**config.mk**
```make
export PLATFORM = sky130hd
export DESIGN_NAME = window_spill_fill_flat
export DESIGN_NICKNAME = d
export VERILOG_FILES = /design/src/rtl/regwin_pkg.sv /design/src/rtl/window_spill_fill_if.sv /design/src/rtl/window_onehot.sv /design/src/rtl/window_spill_fill.sv /design/src/flat_wrapper.sv
export SDC_FILE = /design/constraint.sdc
export NUM_CORES = 1
export LEC_CHECK = 0
export ABC_AREA = 0
export CORE_AREA = 2 2 125 127
export DETAILED_ROUTE_END_ITERATION = 16
export DIE_AREA = 0 0 127 129
export PLACE_DENSITY = 0.8
export SLEW_MARGIN = 20
export SYNTH_ARGS = -nofsm -noshare
export SYNTH_HDL_FRONTEND = slang
export SYNTH_SLANG_ARGS = --single-unit
export TNS_END_PERCENT = 1
```
**constraint.sdc**
```tcl
create_clock -name Clk -period 2.9 [get_ports Clk]
set_input_delay 0.58 -clock Clk [delete_from_list [all_inputs] [get_ports Clk]]
set_output_delay 0.58 -clock Clk [all_outputs]
set_load 0.1 [all_outputs]
```
**src/rtl/regwin_pkg.sv**
```systemverilog
// Shared definitions for the register-window spill/fill engine and the register file.
package regwin_pkg;
    localparam int NWINDOWS      = 8;
    localparam int REG_BASE      = 16;
    localparam int WORDS_PER_WIN = 16;
    localparam int FRAME_BYTES   = 64;

    typedef enum logic [2:0] {
        ST_IDLE,
        ST_SPILL_RD,
        ST_SPILL_WR,
        ST_FILL_RD,
        ST_FILL_WR
    } state_e;

    // Window index arithmetic, (w + k) mod n; k may be negative.
    function automatic logic [2:0] win_wrap(input logic [2:0] w, input int k, input int n);
        int s;
        s = (int'(w) + k) % n;
        if (s < 0) s = s + n;
        return 3'(s);
    endfunction
endpackage

```
**src/rtl/window_spill_fill_if.sv**
```systemverilog
// Decode-side, register-window and data-memory signals of the spill/fill engine.
interface window_spill_fill_if #(parameter int NWINDOWS = 8);
    logic                Save;
    logic                Restore;
    logic                Busy;
    logic                Error;
    logic [2:0]          CWP;
    logic [NWINDOWS-1:0] RE;
    logic [4:0]          RfAddr;
    logic [31:0]         RfRdata;
    logic [31:0]         RfWdata;
    logic                RfWE;
    logic                MemReq;
    logic                MemWr;
    logic [31:0]         MemAddr;
    logic [31:0]         MemWdata;
    logic [31:0]         MemRdata;
    logic                MemAck;

    modport master (
        output Save, Restore, RfRdata, MemRdata, MemAck,
        input  Busy, Error, CWP, RE, RfAddr, RfWdata, RfWE,
               MemReq, MemWr, MemAddr, MemWdata
    );

    modport slave (
        input  Save, Restore, RfRdata, MemRdata, MemAck,
        output Busy, Error, CWP, RE, RfAddr, RfWdata, RfWE,
               MemReq, MemWr, MemAddr, MemWdata
    );
endinterface

```
**src/rtl/window_onehot.sv**
```systemverilog
// Window index to one-hot enable decoder, shared with the register file.
module window_onehot #(
    parameter int N = 8,
    parameter int W = 3
) (
    input  logic [W-1:0] idx,
    output logic [N-1:0] onehot
);
    generate
        for (genvar gi = 0; gi < N; gi++) begin : g_dec
            assign onehot[gi] = (idx == W'(gi));
        end
    endgenerate
endmodule

```
**src/rtl/window_spill_fill.sv**
```systemverilog
// SPARC register-window bookkeeping with a word-serial spill/fill engine
// moving registers 16..31 between the register window and data memory.
module window_spill_fill
    import regwin_pkg::*;
#(
    parameter int          NWINDOWS   = regwin_pkg::NWINDOWS,
    parameter logic [31:0] SPILL_BASE = 32'h0000_F000,
    parameter int          MAX_DEPTH  = 255
) (
    input  logic Clk,
    input  logic Rst_n,
    window_spill_fill_if.slave bus
);
    localparam int DEPTH_W = $clog2(MAX_DEPTH + 1);

    state_e              state_q, state_d;
    logic [2:0]          cwp_q, cwp_d;
    logic [2:0]          can_save_q, can_save_d;
    logic [2:0]          can_restore_q, can_restore_d;
    logic [DEPTH_W-1:0]  depth_q, depth_d;
    logic [31:0]         spill_ptr_q, spill_ptr_d;
    logic [3:0]          idx_q, idx_d;
    logic [2:0]          win_q, win_d;
    logic                busy_q, busy_d;
    logic                error_q, error_d;
    logic                rf_we_q, rf_we_d;
    logic                mem_req_q, mem_req_d;
    logic                mem_wr_q, mem_wr_d;
    logic [31:0]         mem_addr_q, mem_addr_d;
    logic [31:0]         mem_wdata_q, mem_wdata_d;
    logic [31:0]         rf_wdata_q, rf_wdata_d;
    logic [2:0]          re_idx;
    logic [NWINDOWS-1:0] re_onehot;

    always_comb begin
        state_d       = state_q;
        cwp_d         = cwp_q;
        can_save_d    = can_save_q;
        can_restore_d = can_restore_q;
        depth_d       = depth_q;
        spill_ptr_d   = spill_ptr_q;
        idx_d         = idx_q;
        win_d         = win_q;
        error_d       = 1'b0;
        mem_addr_d    = mem_addr_q;
        mem_wdata_d   = mem_wdata_q;
        rf_wdata_d    = rf_wdata_q;

        case (state_q)
            ST_IDLE: begin
                if (bus.Save && bus.Restore) begin
                    error_d = 1'b1;
                end else if (bus.Save) begin
                    if (can_save_q != 3'd0) begin
                        cwp_d         = win_wrap(cwp_q, -1, NWINDOWS);
                        can_save_d    = can_save_q - 3'd1;
                        can_restore_d = can_restore_q + 3'd1;
                    end else if (depth_q == DEPTH_W'(MAX_DEPTH)) begin
                        error_d = 1'b1;
                    end else begin
                        // Oldest resident window sits two beyond the current one.
                        win_d   = win_wrap(cwp_q, 2, NWINDOWS);
                        idx_d   = 4'd0;
                        state_d = ST_SPILL_RD;
                    end
                end else if (bus.Restore) begin
                    if (can_restore_q != 3'd0) begin
                        cwp_d         = win_wrap(cwp_q, 1, NWINDOWS);
                        can_restore_d = can_restore_q - 3'd1;
                        can_save_d    = can_save_q + 3'd1;
                    end else if (depth_q != '0) begin
                        spill_ptr_d = spill_ptr_q - 32'(FRAME_BYTES);
                        win_d       = win_wrap(cwp_q, 1, NWINDOWS);
                        idx_d       = 4'd0;
                        state_d     = ST_FILL_RD;
                    end else begin
                        error_d = 1'b1;
                    end
                end
            end
            ST_SPILL_RD: begin
                mem_wdata_d = bus.RfRdata;
                state_d     = ST_SPILL_WR;
            end
            ST_SPILL_WR: begin
                if (bus.MemAck) begin
                    if (idx_q == 4'(WORDS_PER_WIN - 1)) begin
                        spill_ptr_d = spill_ptr_q + 32'(FRAME_BYTES);
                        depth_d     = depth_q + DEPTH_W'(1);
                        cwp_d       = win_wrap(cwp_q, -1, NWINDOWS);
                        state_d     = ST_IDLE;
                    end else begin
                        idx_d   = idx_q + 4'd1;
                        state_d = ST_SPILL_RD;
                    end
                end
            end
            ST_FILL_RD: begin
                if (bus.MemAck) begin
                    rf_wdata_d = bus.MemRdata;
                    state_d    = ST_FILL_WR;
                end
            end
            ST_FILL_WR: begin
                if (idx_q == 4'(WORDS_PER_WIN - 1)) begin
                    depth_d = depth_q - DEPTH_W'(1);
                    cwp_d   = win_wrap(cwp_q, 1, NWINDOWS);
                    state_d = ST_IDLE;
                end else begin
                    idx_d   = idx_q + 4'd1;
                    state_d = ST_FILL_RD;
                end
            end
            default: state_d = ST_IDLE;
        endcase

        // Registered strobes are derived from the state being entered.
        busy_d    = (state_d != ST_IDLE);
        mem_req_d = (state_d == ST_SPILL_WR) || (state_d == ST_FILL_RD);
        mem_wr_d  = (state_d == ST_SPILL_WR);
        rf_we_d   = (state_d == ST_FILL_WR);
        if (mem_req_d) begin
            mem_addr_d = spill_ptr_d + {26'd0, idx_d, 2'b00};
        end
    end

    always_ff @(posedge Clk or negedge Rst_n) begin
        if (!Rst_n) begin
            state_q       <= ST_IDLE;
            cwp_q         <= 3'd0;
            can_save_q    <= 3'(NWINDOWS - 2);
            can_restore_q <= 3'd0;
            depth_q       <= '0;
            spill_ptr_q   <= SPILL_BASE;
            idx_q         <= 4'd0;
            win_q         <= 3'd0;
            busy_q        <= 1'b0;
            error_q       <= 1'b0;
            rf_we_q       <= 1'b0;
            mem_req_q     <= 1'b0;
            mem_wr_q      <= 1'b0;
            mem_addr_q    <= 32'd0;
            mem_wdata_q   <= 32'd0;
            rf_wdata_q    <= 32'd0;
        end else begin
            state_q       <= state_d;
            cwp_q         <= cwp_d;
            can_save_q    <= can_save_d;
            can_restore_q <= can_restore_d;
            depth_q       <= depth_d;
            spill_ptr_q   <= spill_ptr_d;
            idx_q         <= idx_d;
            win_q         <= win_d;
            busy_q        <= busy_d;
            error_q       <= error_d;
            rf_we_q       <= rf_we_d;
            mem_req_q     <= mem_req_d;
            mem_wr_q      <= mem_wr_d;
            mem_addr_q    <= mem_addr_d;
            mem_wdata_q   <= mem_wdata_d;
            rf_wdata_q    <= rf_wdata_d;
        end
    end

    assign re_idx = (state_q == ST_IDLE) ? cwp_q : win_q;

    window_onehot #(.N(NWINDOWS), .W(3)) u_re_dec (
        .idx    (re_idx),
        .onehot (re_onehot)
    );

    assign bus.RE       = re_onehot;
    assign bus.RfAddr   = (state_q == ST_IDLE) ? 5'd0 : 5'(REG_BASE) + {1'b0, idx_q};
    assign bus.Busy     = busy_q;
    assign bus.Error    = error_q;
    assign bus.CWP      = cwp_q;
    assign bus.RfWE     = rf_we_q;
    assign bus.RfWdata  = rf_wdata_q;
    assign bus.MemReq   = mem_req_q;
    assign bus.MemWr    = mem_wr_q;
    assign bus.MemAddr  = mem_addr_q;
    assign bus.MemWdata = mem_wdata_q;
endmodule

```
**src/flat_wrapper.sv**
```systemverilog
// flat-port wrapper written by rule: the top's interface ports become plain ports
module window_spill_fill_flat import regwin_pkg::*;
#(
    parameter int          NWINDOWS   = regwin_pkg::NWINDOWS,
    parameter logic [31:0] SPILL_BASE = 32'h0000_F000,
    parameter int          MAX_DEPTH  = 255
)
  (Clk, Rst_n, bus_Save, bus_Restore, bus_RfRdata, bus_MemRdata, bus_MemAck, bus_Busy, bus_Error, bus_CWP, bus_RE, bus_RfAddr, bus_RfWdata, bus_RfWE, bus_MemReq, bus_MemWr, bus_MemAddr, bus_MemWdata);
  window_spill_fill_if #(.NWINDOWS(NWINDOWS)) bus_i ();
  input  logic Clk;
  input  logic Rst_n;
  input wire logic [$bits(bus_i.Save)-1:0] bus_Save;
  input wire logic [$bits(bus_i.Restore)-1:0] bus_Restore;
  input wire logic [$bits(bus_i.RfRdata)-1:0] bus_RfRdata;
  input wire logic [$bits(bus_i.MemRdata)-1:0] bus_MemRdata;
  input wire logic [$bits(bus_i.MemAck)-1:0] bus_MemAck;
  output wire logic [$bits(bus_i.Busy)-1:0] bus_Busy;
  output wire logic [$bits(bus_i.Error)-1:0] bus_Error;
  output wire logic [$bits(bus_i.CWP)-1:0] bus_CWP;
  output wire logic [$bits(bus_i.RE)-1:0] bus_RE;
  output wire logic [$bits(bus_i.RfAddr)-1:0] bus_RfAddr;
  output wire logic [$bits(bus_i.RfWdata)-1:0] bus_RfWdata;
  output wire logic [$bits(bus_i.RfWE)-1:0] bus_RfWE;
  output wire logic [$bits(bus_i.MemReq)-1:0] bus_MemReq;
  output wire logic [$bits(bus_i.MemWr)-1:0] bus_MemWr;
  output wire logic [$bits(bus_i.MemAddr)-1:0] bus_MemAddr;
  output wire logic [$bits(bus_i.MemWdata)-1:0] bus_MemWdata;
  assign bus_i.Save = bus_Save;
  assign bus_i.Restore = bus_Restore;
  assign bus_i.RfRdata = bus_RfRdata;
  assign bus_i.MemRdata = bus_MemRdata;
  assign bus_i.MemAck = bus_MemAck;
  assign bus_Busy = bus_i.Busy;
  assign bus_Error = bus_i.Error;
  assign bus_CWP = bus_i.CWP;
  assign bus_RE = bus_i.RE;
  assign bus_RfAddr = bus_i.RfAddr;
  assign bus_RfWdata = bus_i.RfWdata;
  assign bus_RfWE = bus_i.RfWE;
  assign bus_MemReq = bus_i.MemReq;
  assign bus_MemWr = bus_i.MemWr;
  assign bus_MemAddr = bus_i.MemAddr;
  assign bus_MemWdata = bus_i.MemWdata;
  window_spill_fill #(.NWINDOWS(NWINDOWS), .SPILL_BASE(SPILL_BASE), .MAX_DEPTH(MAX_DEPTH)) u_core (.Clk(Clk), .Rst_n(Rst_n), .bus(bus_i));
endmodule
```
=== Word level (Yosys, flattened, before mapping) ===
Cells that the tools add are included.

* Add/subtract/negate cells: 17
* Multiply operators: 0
* Div/mod/pow operators: 0
* Order comparisons: 3
* Equal/unequal tests: 27
* Shifts and indexed selects: 0
* Muxes and demuxes: 70
* Bitwise gates (word level): 4
* Reductions and logical operators: 21

{| class="wikitable"
|+ Operator list
! operator !! count
|-
| two-way mux 32 bit || 7
|-
| two-way mux 3 bit || 35
|-
| one-hot mux 32 bit (2 select lines) || 1
|-
| two-way mux 4 bit || 9
|-
| adder 32 x 6 -> 32 bit || 1
|-
| adder 32 x 7 -> 32 bit (second input constant) || 1
|-
| subtractor 32 x 7 -> 32 bit (second input constant) || 1
|-
| two-way mux 8 bit || 3
|-
| adder 3 x 1 -> 3 bit (second input constant) || 6
|-
| equality test 3 x 2 -> 1 bit (second input constant) || 6
|-
| equality test 3 bit (second input constant) || 6
|-
| one-hot mux 8 bit (2 select lines) || 1
|-
| one-hot mux 3 bit (5 select lines) || 1
|-
| less-than comparator 4 x 1 -> 1 bit (second input constant) || 3
|-
| one-hot mux 4 bit (3 select lines) || 1
|-
| nonzero test 3 bit || 4
|-
| != test 2 bit (second input constant) || 5
|-
| two-way mux 1 bit || 9
|-
| one-hot mux 3 bit (3 select lines) || 1
|-
| OR reduction 3 bit || 3
|-
| adder 8 x 1 -> 8 bit (second input constant) || 1
|-
| equality test 8 bit (second input constant) || 1
|-
| AND reduction 8 bit || 1
|-
| nonzero test 2 bit || 4
|-
| 24 further kinds || 31
|}

* Bits in registers: 160
* Latch bits: 0
* Bits in writable memories: 0
* Bits in read-only memories: 0
* Input bits: 69
* Output and inout bits: 117
* Word-level logic and storage cells: 158
* Memories kept: 0

=== Longest topological paths before layout ===
* Depth after elaboration: 10
* Gate-level depth with buffers: 11

=== Modules after synthesis ===
From an unflattened synthesis, not the netlist that was laid out.

* Cells, all modules: 746
* Area total of the unflattened synthesis: 7726.2 um^2

{| class="wikitable"
|+ Modules (own cells, without submodules)
! module !! times used !! cells each !! area each (um^2) !! sequential area each (um^2)
|-
| window_spill_fill || 1 || 738 || 7661.1 || 3811.2
|-
| window_onehot || 1 || 8 || 65.1 || 0.0
|}

=== Worst setup path after synthesis ===
OpenSTA, ideal clock, no wires.

* Kind: register -> output
* Start point: register u_core.state_q[0]
* End point: output bus_RE[3]
* Arrival: 2.861 ns
* Path slack: -0.541 ns
* Stages on the path, launching flop included: 8
* Buffers on the path: 2
* Cell sequence: dfrtp_1 buf_2 nor3_4 inv_1 buf_2 nor3_1 a31oi_1 nor2_1

* Cells in the longest elaborated chain, start to end: 3

{| class="wikitable"
|+ Ends and longest elaborated chain
! item !! line !! text
|-
| from (decl) || window_spill_fill.sv:16 || <nowiki>state_e state_q, state_d;</nowiki>
|-
| from (signal assigned) || window_spill_fill.sv:146 || <nowiki>state_q <= state_d;</nowiki>
|-
| logical NOT 3 bit || window_spill_fill.sv:165 || <nowiki>assign re_idx = (state_q == ST_IDLE) ? cwp_q : win_q;</nowiki>
|-
| two-way mux 3 bit || window_spill_fill.sv:165 ||
|-
| equality test 3 x 2 -> 1 bit || window_onehot.sv:11 || <nowiki>assign onehot[gi] = (idx == W'(gi));</nowiki>
|-
| to (decl) || flat_wrapper.sv:20 || <nowiki>output wire logic [$bits(bus_i.RE)-1:0] bus_RE;</nowiki>
|}

Every way passes these cells.

=== Worst setup path after layout ===
* Start point: register u_core.state_q[2]
* End point: output bus_RE[6]

* Cells in the longest elaborated chain, start to end: 3

{| class="wikitable"
|+ Ends and longest elaborated chain
! item !! line
|-
| logical NOT 3 bit || window_spill_fill.sv:165
|-
| two-way mux 3 bit || window_spill_fill.sv:165
|-
| equality test 3 bit || window_onehot.sv:11
|}

Every way passes these cells.

==> run summary <==
CTS tree - built
H-tree depth - 4
Post-Synthesis Mean Instance Area - 10.9 um^2
Clock Skews - 0.0109 ns
vertical extent of the die - 129 um
gp weighted congestion - 0.846
number of instances in the synthesized netlist - 672
number of remaining DRC errors - 0
clock latency reported for the late side of the worst-skew pair - 0.43 ns
met2 usage in global routing - 35.5%
path type of the worst min-delay path - primary input to asynchronous set/reset pin
initial standard-cell utilization of the core - 49.1%
Crit Path Max Fanout - 6
Design Area, Final - 10100 um^2
share of the clock period used by the worst path after layout - 94.2%
placed cell areas - 9470 um^2
final hold slack - 0.113 ns
number of nets still failing antenna checks after routing - 0
setup-violating endpoint count in the final report - 0
post-cts gate resize count - 0
maximum number of pins on one net before global-route repair - 61
outcome - complete, no violations
Slew headroom - 61.8%
largest buffer count on any clock path - 2
setup fix buffers added after clock tree synthesis - 0
met3 layer usage reported by global route - 7.23%
endpoint required time on the critical path - 2.32 ns
classification of the worst setup path - flip-flop to output pin
pin slew with the least headroom to its limit - 0.573 ns
leading cell type in the layout, fill and taps excluded - buf_4
HPWL after DPL - 12600 um
Worst-path clk slew - 0.06 ns
Slew Limit Fails - 0
growth of design area from synthesis to finish - 37.3%
detailed-router iteration count before antenna repair - 6
async set-reset flop share out of synthesis - 100%
synth warn - 0
portion of the post-synthesis area used by sequential elements - 51.9%
element type at the critical path end - output pin
vias - 5724
number of clock buffers inserted by TritonCTS - 17
endpoints failing hold - 0
number of buffers added to fix hold violations after cts - 0
antenna diode count - 0
commonest cells after routing, fill and taps aside - buf_4 (148), dfrtp_1 (146), nand2_1 (126)
fmax - 366 MHz
Horiz. Die Dim - 127 um
die area - 16400 um^2
Post-Place Setup Slack - -0.0891 ns
data arrival time of the critical path - 2.15 ns
clock sinks - 152
GRT Overall Usage - 22.2%
unrepaired setup endpoints after global routing - false
wire length of the first global-routing pass - 29100 um
count of max-cap constraint violations - 0
GRT Residual Overflow - 0
minimum period implied by the final worst setup slack - 2.73 ns
post-synthesis cell type count - 74
Site Rows - 45
Final #Nets - 978
highest-utilization routing layer at the global route stage - met2
total routed wirelength - 17300 um
drt via density - 5.24
via count of the first global-routing pass - 5954
count of buffers inserted at the top-level ports - 183
wire length per cell - 15.8 um
Top Ports - 186
Setup WS post-layout - 0.167 ns
kind of start point of the critical path - flip-flop
GR Util met1 - 28.7%
fraction of final layout cells with drive strength greater than 1 - 31.7%
antenna violations before repair - 0
Seq cells post-synth - 152
placeable core region - 15000 um^2
root cell of the clock tree - clkbuf_16
Detailed Route Iter0 Violations - 306
summed instance area of the synthesized netlist - 7350 um^2
most frequently used flop master after synthesis - dfrtp_1
number of synthesized flops with an enable pin - 0
==> final timing paths <==
kind	start	to	slack [ns]	cells after the start
worst max-delay path	u_core.state_q[2]$_DFF_PN0_	bus_RE[6]	0.17	6
worst min-delay path	Rst_n	u_core.bus.RfWdata[21]$_DFFE_PN0P_	0.11	1
worst max register to register	u_core.depth_q[5]$_DFFE_PN0P_	u_core.bus.Busy$_DFF_PN0_	0.43	6
worst min register to register	u_core.bus.RfWdata[3]$_DFFE_PN0P_	u_core.bus.RfWdata[3]$_DFFE_PN0P_	0.47	2
max in group asynchronous	Rst_n	u_core.spill_ptr_q[15]$_DFF_PN1_	2.08	2
min in group Clk	u_core.bus.RfWdata[3]$_DFFE_PN0P_	u_core.bus.RfWdata[3]$_DFFE_PN0P_	0.47	2
==> layer usage <==
| layer | vias up | part of all wire [%] |
|---|---|---|
| li1 | 2781 | - |
| met1 | 2722 | 43 |
| met2 | 183 | 48 |
| met3 | 38 | 6.9 |
| met4 | 0 | 2.4 |
| met5 | - | 0 |
==> Yosys cell counts, drive strengths merged (9+ instances only) <==
cell type  count  share of area [%]
buf           12                1.3
nor3          14                1.2
xor2          13                1.7
mux2          64                 10
and3           9               0.77
ha            15                2.6
inv           24                1.2
nor2          36                1.9
nand3         13               0.89
a21oi         11               0.75
o21ai         22                1.5
nand2        126                6.4
dfrtp        146                 50
clkbuf        17               0.87
xnor2         25                3.0
a31oi         12                1.0
==> state kept, by name, indices dropped and copies added, names as in the netlist <==
signal                flops
u_core.bus.Busy           1
u_core.bus.CWP            3
u_core.bus.Error          1
u_core.bus.MemAddr       30
u_core.bus.MemReq         1
u_core.bus.MemWdata      32
u_core.bus.MemWr          1
u_core.bus.RfWE           1
u_core.bus.RfWdata       32
u_core.can_restore_q      3
u_core.can_save_q         3
u_core.depth_q            8
u_core.idx_q              4
u_core.spill_ptr_q       26
u_core.state_q            3
u_core.win_q              3
==> area by class of cell <==
class / instances / area [um^2]
clock buffers: 22 / 474
clock inverters: 10 / 141
fillers: 1135 / 4890
inverters: 25 / 93.8
multi-input cells: 467 / 3300
flip-flops and latches: 152 / 3810
well taps: 188 / 235
repair buffers: 228 / 2030
==> worst max-delay path: stages, from the launching register on <==
cell and delay, ns:
dfrtp_1 0.45, nor3_4 0.29, inv_1 0.20, and3_1 0.23
a31oi_1 0.28, nor2_2 0.09, buf_12 0.18
==> per-stage QoR <==
stage / TNS, ns / util [%] / std cells
2_1_floorplan: -1.18 / - / 673
3_3_place_gp: -0.0365 / 63.2 / 1059
3_5_place_dp: -0.821 / 63.2 / 1059
4_1_cts: 0 / 67.3 / 1091
5_1_grt: 0 / 67.4 / 1092
6_report: 0 / 67.4 / 1092
==> cells by family after synthesis <==
kind of cell | Yosys count | synth area share, %
buffers and inverters | 54 | 3.49
other | 1 | 0.0510
AOI/OAI and AO/OA | 84 | 8.40
and+or+nand+nor | 255 | 17.3
adders and majority gates | 18 | 3.37
xor gates and xnor gates | 38 | 4.63
DFF | 152 | 51.9
muxes | 70 | 10.9
Power is not shown: default switching activity piles up to over one toggle a cycle in this logic, so the estimate is an artifact.
